### src/rtl/data_mem_responder_pkg.sv
// Shared types and constants for the data memory responder slice.
// Latency: none (declarations only).
// Backpressure: none (declarations only).
package data_mem_responder_pkg;

  localparam int DATA_W     = 32;
  localparam int NUM_LANES  = 4;
  localparam int DEF_ADDR_W = 6;

  typedef enum logic [1:0] {
    ST_CLEAR = 2'd0,
    ST_IDLE  = 2'd1,
    ST_RESP  = 2'd2
  } state_t;

endpackage

### src/rtl/data_mem_responder_if.sv
// Single-port data memory bus between an initiator and the responder.
// Latency: n/a (wires only).
// Backpressure: initiator holds a request while Mem_Busy is high and drops it in the Ready cycle.
interface data_mem_responder_if
  import data_mem_responder_pkg::*;
#(
  parameter int ADDR_W = DEF_ADDR_W
);
  logic                 Mem_Read;
  logic                 Mem_Write;
  logic [ADDR_W-1:0]    Mem_Addr;
  logic [NUM_LANES-1:0] Mem_BE;
  logic [DATA_W-1:0]    M_W_Data;
  logic [DATA_W-1:0]    M_R_Data;
  logic                 Mem_Ready;
  logic                 Mem_Err;
  logic                 Mem_Busy;

  modport master (
    output Mem_Read, Mem_Write, Mem_Addr, Mem_BE, M_W_Data,
    input  M_R_Data, Mem_Ready, Mem_Err, Mem_Busy
  );

  modport slave (
    input  Mem_Read, Mem_Write, Mem_Addr, Mem_BE, M_W_Data,
    output M_R_Data, Mem_Ready, Mem_Err, Mem_Busy
  );
endinterface

### src/rtl/data_mem_responder_ram_word_array.sv
// Word array with per-byte-lane synchronous writes and a registered read port.
// Latency: write lands at the edge; read data is valid the cycle after i_re.
// Backpressure: none; accepts a write and/or read every cycle.
module ram_word_array
  import data_mem_responder_pkg::*;
#(
  parameter int ADDR_W = DEF_ADDR_W
) (
  input  logic                 clk,
  input  logic                 rst,
  input  logic [NUM_LANES-1:0] i_we,
  input  logic [ADDR_W-1:0]    i_waddr,
  input  logic [DATA_W-1:0]    i_wdat,
  input  logic                 i_re,
  input  logic [ADDR_W-1:0]    i_raddr,
  output logic [DATA_W-1:0]    o_rdat
);
  localparam int DEPTH = 1 << ADDR_W;

  logic [DATA_W-1:0] r_mem [DEPTH];
  logic [DATA_W-1:0] r_rdat;

  // Storage is not reset; the responder's zero-fill gives it a known image.
  always_ff @(posedge clk) begin
    for (int i = 0; i < NUM_LANES; i++) begin
      if (i_we[i]) begin
        r_mem[i_waddr][8*i +: 8] <= i_wdat[8*i +: 8];
      end
    end
  end

  // Read register only moves on a read, so it holds across writes and idles.
  always_ff @(posedge clk) begin
    if (rst) begin
      r_rdat <= '0;
    end else if (i_re) begin
      r_rdat <= r_mem[i_raddr];
    end
  end

  assign o_rdat = r_rdat;

endmodule

### src/rtl/data_mem_responder.sv
// Memory-side responder: zero-fills after reset, then serves byte-enabled writes and reads.
// Latency: Ready/Err and read data are registered, visible the cycle after accept; 2 cycles per access.
// Backpressure: requests ignored while Busy (fill) and in the Ready cycle; initiator must hold/drop accordingly.
module data_mem_responder
  import data_mem_responder_pkg::*;
#(
  parameter int ADDR_W     = DEF_ADDR_W,
  parameter bit INIT_CLEAR = 1'b1
) (
  input  logic                clk,
  input  logic                rst,
  data_mem_responder_if.slave bus
);
  localparam logic [ADDR_W-1:0] LAST_ADDR = '1;

  state_t                r_state;
  state_t                w_state_nxt;
  logic [ADDR_W-1:0]     r_clr_cnt;
  logic                  r_ready;
  logic                  r_err;
  logic                  r_busy;

  logic                  w_req;
  logic                  w_rd_only;
  logic                  w_wr_only;
  logic                  w_in_idle;
  logic                  w_clear_last;
  logic [NUM_LANES-1:0]  w_we;
  logic [ADDR_W-1:0]     w_waddr;
  logic [DATA_W-1:0]     w_wdat;
  logic                  w_re;
  logic [DATA_W-1:0]     w_rdat;

  assign w_req        = bus.Mem_Read | bus.Mem_Write;
  assign w_rd_only    = bus.Mem_Read & ~bus.Mem_Write;
  assign w_wr_only    = bus.Mem_Write & ~bus.Mem_Read;
  assign w_in_idle    = (r_state == ST_IDLE);
  assign w_clear_last = (r_state == ST_CLEAR) && (r_clr_cnt == LAST_ADDR);

  // State register; reset restarts the fill from word 0 even mid-fill.
  always_ff @(posedge clk) begin
    if (rst) begin
      r_state <= INIT_CLEAR ? ST_CLEAR : ST_IDLE;
    end else begin
      r_state <= w_state_nxt;
    end
  end

  // Next state plus the array write-port mux: fill path in CLEAR, request path in IDLE.
  always_comb begin
    w_state_nxt = r_state;
    w_we        = '0;
    w_waddr     = bus.Mem_Addr;
    w_wdat      = bus.M_W_Data;
    w_re        = 1'b0;
    case (r_state)
      ST_CLEAR: begin
        w_we    = '1;
        w_waddr = r_clr_cnt;
        w_wdat  = '0;
        if (r_clr_cnt == LAST_ADDR) begin
          w_state_nxt = ST_IDLE;
        end
      end
      ST_IDLE: begin
        if (w_req) begin
          w_state_nxt = ST_RESP;
        end
        if (w_wr_only) begin
          w_we = bus.Mem_BE;
        end
        if (w_rd_only) begin
          w_re = 1'b1;
        end
      end
      ST_RESP: begin
        w_state_nxt = ST_IDLE;
      end
      default: begin
        w_state_nxt = ST_IDLE;
      end
    endcase
  end

  // Fill counter walks every word once per reset.
  always_ff @(posedge clk) begin
    if (rst) begin
      r_clr_cnt <= '0;
    end else if (r_state == ST_CLEAR) begin
      r_clr_cnt <= r_clr_cnt + 1'b1;
    end
  end

  // Registered status: completion/error pulse for the RESP cycle, busy for the fill.
  always_ff @(posedge clk) begin
    if (rst) begin
      r_ready <= 1'b0;
      r_err   <= 1'b0;
      r_busy  <= INIT_CLEAR;
    end else begin
      r_ready <= w_in_idle & w_req;
      r_err   <= w_in_idle & bus.Mem_Read & bus.Mem_Write;
      if (w_clear_last) begin
        r_busy <= 1'b0;
      end
    end
  end

  ram_word_array #(
    .ADDR_W (ADDR_W)
  ) u_ram (
    .clk     (clk),
    .rst     (rst),
    .i_we    (w_we),
    .i_waddr (w_waddr),
    .i_wdat  (w_wdat),
    .i_re    (w_re),
    .i_raddr (bus.Mem_Addr),
    .o_rdat  (w_rdat)
  );

  assign bus.M_R_Data  = w_rdat;
  assign bus.Mem_Ready = r_ready;
  assign bus.Mem_Err   = r_err;
  assign bus.Mem_Busy  = r_busy;

endmodule

### src/flat_wrapper.sv
// flat-port wrapper written by rule: the top's interface ports become plain ports
module data_mem_responder_flat import data_mem_responder_pkg::*;
#(
  parameter int ADDR_W     = DEF_ADDR_W,
  parameter bit INIT_CLEAR = 1'b1
)
  (clk, rst, bus_Mem_Read, bus_Mem_Write, bus_Mem_Addr, bus_Mem_BE, bus_M_W_Data, bus_M_R_Data, bus_Mem_Ready, bus_Mem_Err, bus_Mem_Busy);
  data_mem_responder_if #(.ADDR_W(ADDR_W)) bus_i ();
  input  logic clk;
  input  logic rst;
  input wire logic [$bits(bus_i.Mem_Read)-1:0] bus_Mem_Read;
  input wire logic [$bits(bus_i.Mem_Write)-1:0] bus_Mem_Write;
  input wire logic [$bits(bus_i.Mem_Addr)-1:0] bus_Mem_Addr;
  input wire logic [$bits(bus_i.Mem_BE)-1:0] bus_Mem_BE;
  input wire logic [$bits(bus_i.M_W_Data)-1:0] bus_M_W_Data;
  output wire logic [$bits(bus_i.M_R_Data)-1:0] bus_M_R_Data;
  output wire logic [$bits(bus_i.Mem_Ready)-1:0] bus_Mem_Ready;
  output wire logic [$bits(bus_i.Mem_Err)-1:0] bus_Mem_Err;
  output wire logic [$bits(bus_i.Mem_Busy)-1:0] bus_Mem_Busy;
  assign bus_i.Mem_Read = bus_Mem_Read;
  assign bus_i.Mem_Write = bus_Mem_Write;
  assign bus_i.Mem_Addr = bus_Mem_Addr;
  assign bus_i.Mem_BE = bus_Mem_BE;
  assign bus_i.M_W_Data = bus_M_W_Data;
  assign bus_M_R_Data = bus_i.M_R_Data;
  assign bus_Mem_Ready = bus_i.Mem_Ready;
  assign bus_Mem_Err = bus_i.Mem_Err;
  assign bus_Mem_Busy = bus_i.Mem_Busy;
  data_mem_responder #(.ADDR_W(ADDR_W), .INIT_CLEAR(INIT_CLEAR)) u_core (.clk(clk), .rst(rst), .bus(bus_i));
endmodule
### config.mk
export PLATFORM = sky130hd
export DESIGN_NAME = data_mem_responder_flat
export DESIGN_NICKNAME = d
export VERILOG_FILES = /design/src/rtl/data_mem_responder_pkg.sv /design/src/rtl/data_mem_responder_if.sv /design/src/rtl/data_mem_responder_ram_word_array.sv /design/src/rtl/data_mem_responder.sv /design/src/flat_wrapper.sv
export SDC_FILE = /design/constraint.sdc
export NUM_CORES = 2
export LEC_CHECK = 0
export ABC_CLOCK_PERIOD_IN_PS = 4200
export BUFFER_PORTS_ARGS = -buffer_cell sky130_fd_sc_hd__buf_2
export CORE_MARGIN = 8
export CORE_UTILIZATION = 43
export DETAILED_ROUTE_END_ITERATION = 8
export GPL_TIMING_DRIVEN = 0
export PLACE_DENSITY_LB_ADDON = 0.15
export SKIP_LAST_GASP = 1
export SYNTH_ARGS = -nofsm -noshare
export SYNTH_HDL_FRONTEND = slang
export SYNTH_SLANG_ARGS = --single-unit
### constraint.sdc
create_clock -name clk -period 4.2 [get_ports clk]
set_clock_uncertainty 0.05 [all_clocks]
set_input_delay 0.84 -clock clk [delete_from_list [all_inputs] [get_ports clk]]
set_output_delay 0.84 -clock clk [all_outputs]
set_load 0.02 [all_outputs]
==> metrics.md <==
| Metric | Value |
|---|---|
| Avg Cell Area, Syn | approximately 20 sq um |
| Wire per inst | 45.0 microns |
| Distinct cells, synth | 60 |
| Largest net degree at the start of global routing | 65 |
| Synth Warn # | 0 |
| CTS H-Tree Depth | 4 |
| CP endpoint kind | flip-flop |
| Die Y | 451 microns |
| Post-synthesis compound-gate area fraction | 0.0368 |
| Slew @ Worst Pin | ~1600 ps |
| Die area | 0.203 sq mm |
| First DRT Iteration DRCs | 9018 |
| Fraction of registers with async set or reset after synthesis | 0 |
| Final hold vios | 0 |
| HP Class | in2reg |
| Slowest CP cell | nor2_1 |
| NumNets Final | about 4.4k |
| Failing checks | capacitance limit, slew limit, setup timing |
| Synth Instances | about 4k |
| Final Critical Period | 4520 ps |
| Pre-antenna DRT Iters | 9 |
| Most used flip-flop cell after synthesis | edfxtp_1 |
| Setup slack, reg-to-reg | -90 ps |
| PwrDens | 469 mW/mm^2 |
| Post-synthesis mux area share | 0.149 |
| Most common cell in the netlist | edfxtp_1 |
| Final period util | 1.08 |
| Seq/Total Area, Yosys | 0.767 |
| Arrival time at the worst endpoint | between 4000 and 5000 ps |
| Worst hold stages | 3 |
| Clk slew on worst S/H paths | 60 ps |
| Total negative slack | -88100 ps |
| Fin. max-slew vios | between 100 and 150 |
| Synth Area in Adders | 0.000154 |
| Startpoint Class | input port |
| # rows | 159 |
| Initial antenna violation count | 26 |
| Via count | around 46k |
| FF+latch count, synth | 2091 |
| Worst Reg-to-Reg Cells | 6 |
| Clock root cell | clkbuf_16 |
| XOR/XNOR Fraction of Synth Area | 0.000539 |
| Fmax achieved | 221 MHz |
| Io pins | 81 |
| Endpoints failing setup | 1157 |
| IO Port Bufs | 77 |
| Mapped Area | 0.0813 sq mm |
| CTS tree | yes |
| Grt ovf | 0 |
| Area grow syn2layout | 14.9% |
| Post-synth EDFFs | 2048 |
| Initial Utilization | 0.433 |
| Status | complete, but fails checks |
| Post-synthesis simple-gate area fraction | 0.0311 |
| Most frequent CP cell | buf_2 |
| Slew HR | -0.0919 |
| Hold path startpoint | bus_Mem_Read |
| Fin cells | 7048 |
| Worst Hold Slack | 183 ps |
| Leak | 30.5 nW |
| # DRC | 0 |
| Unrepaired setup endpoints after global routing | true |
| Yosys top cell area share | 0.756 |
| Num CTS Buffers | 212 |
| Final HPWL DP | 214000 microns |
| WS Path Type | in2reg |
| R2R Path End | u_core.u_ram.r_mem[36][16] |
| Tot GR Track Use | 0.304 |
| Origin of the critical flop-to-flop path | u_core.r_state[0] |
| Post-synth top cells | edfxtp_1, mux4_2, nor2_1 |
| Hold-critical path endpoint | u_core.bus.Mem_Err |
| CP max FO | 11 |
| First-pass GRT wire length | 409000 microns |
| Fin worst setup slack | -323 ps |
| Worst path max stage delay | around 900 ps |
| Max-Cap Viols | 13 |
| Synth area leaders | edfxtp_1, mux4_2, mux2i_1 |
| Number of global-route vias before repair | between 40k and 50k |
| Synthesized Nets | around 4.1k |
| Placed Cells | 6614 |
| DIE WIDTH | between 400 and 500 microns |
| Synth area leader | edfxtp_1 |
| Crit path cell chain | buf_2 -> buf_2 -> buf_2 -> clkbuf_4 -> buf_2 -> mux2_2 -> nand2_1 -> nor2_1 |
| WP data required | 4630 ps |
| Antenna Violating Nets Remaining | 0 |
| Peak VDD IR | 0.000312 V |
| CTS max path bufs | 3 |
| DRT Wirelength | 317000 microns |
| Via-to-Cell Ratio | approximately 6.6 |
| Largest family of logic cells by synthesized area | multiplexers |
| Clock sink total | approximately 2.1k |
| Clock latency on the worst-skew pair | approximately 860 ps |
| Share of layout cells above drive strength 1 | 0.296 |
| Routability cong. | 0.988 |
| Core box area | ~0.19 sq mm |
-- per-layer routing --
| metal | routed length [microns] | GRT usage |
|---|---|---|
| met5 | 646 | 0.0149 |
| met4 | 21500 | 0.167 |
| met3 | 41200 | 0.106 |
| met2 | 135000 | 0.434 |
| met1 | 119000 | 0.408 |
-- final cells by class --
type	instances	area, sq um
multi-input combinational	1668	18600
timing repair buffer	133	1220
clock inverter	123	966
inverter	8	30.0
buffer	236	1320
antenna	21	52.6
sequential	2091	62400
fill	15354	94400
clock buffer	273	5740
tap	2495	3120
-- worst max path at each step --
| stage | start | end | slack, ps |
|---|---|---|---|
| final | bus_Mem_Addr[1] | u_core.u_ram.r_mem[59][22] | -320 |
| after floorplan | bus_Mem_Addr[0] | u_core.u_ram.r_mem[15][10] | 1060 |
| after global placement | bus_Mem_Addr[2] | u_core.u_ram.r_mem[19][0] | -2150 |
| after detailed placement | bus_Mem_Addr[3] | u_core.u_ram.r_mem[63][29] | -2020 |
| after global routing | bus_Mem_Addr[0] | u_core.u_ram.r_mem[15][28] | -190 |
| after CTS | bus_Mem_Addr[1] | u_core.u_ram.r_mem[51][22] | -250 |
-- per-stage QoR --
| stage | total power [mW] | worst slack [ps] | util | instance area, sq um |
|---|---|---|---|---|
| floorplan | 24.3 | 1060 | - | 81300 |
| global placement | 25.5 | -2150 | 0.452 | 84800 |
| detailed placement | 25.5 | -2020 | 0.456 | 85600 |
| CTS | 43.7 | -251 | 0.495 | 93000 |
| global route | 44.5 | -193 | 0.497 | 93300 |
| finish | 43.8 | -323 | 0.497 | 93400 |
-- cell families after synthesis --
| logic type | count (synthesis) |
|---|---|
| DFF | 2091 |
| muxes | 658 |
| AOI/OAI and AO/OA | 411 |
| buffers and inverters | 245 |
| xor gates and xnor gates | 5 |
| adders and majority gates | 1 |
| and+or+nand+nor | 593 |
-- sequential cells by signal, summed over array words and instances, names as in the netlist --
name                  cells
u_core.bus.Mem_Busy       1
u_core.bus.Mem_Err        1
u_core.bus.Mem_Ready      1
u_core.r_clr_cnt          6
u_core.r_state            2
u_core.u_ram.o_rdat      32
u_core.u_ram.r_mem     2048
-- repair_timing --
action                     4_1_cts  5_1_grt
resized for setup              205       88
hold buffers                     0        0
setup buffers                    7       10
gates cloned                     0        0
setup endpoints to repair     1360      926
pin swaps                        5        8
-- placed cells by master, fill, tap and decap left out, drive strengths merged, types with 45 or more instances in the layout --
cell	count
clkinv	100
mux4	434
o22ai	76
nand2	178
nor2	286
o21ai	56
mux2	69
mux2i	155
buf	247
a22oi	45
clkbuf	392
edfxtp	2048
-- worst max-delay path, delay by kind of cell --
kind / cells / cell delay, ps
buf+inv: 5 / 2170
simple gates: 2 / 1480
mux: 1 / 380
-- power by group --
part / switching [mW] / internal [mW] / leakage, nW
clock network: 8.16 / 10.4 / 3.31
registers: 0.0296 / 22.7 / 20.0
logic: 1.81 / 0.716 / 7.19
(Power assumes the default switching activity.)
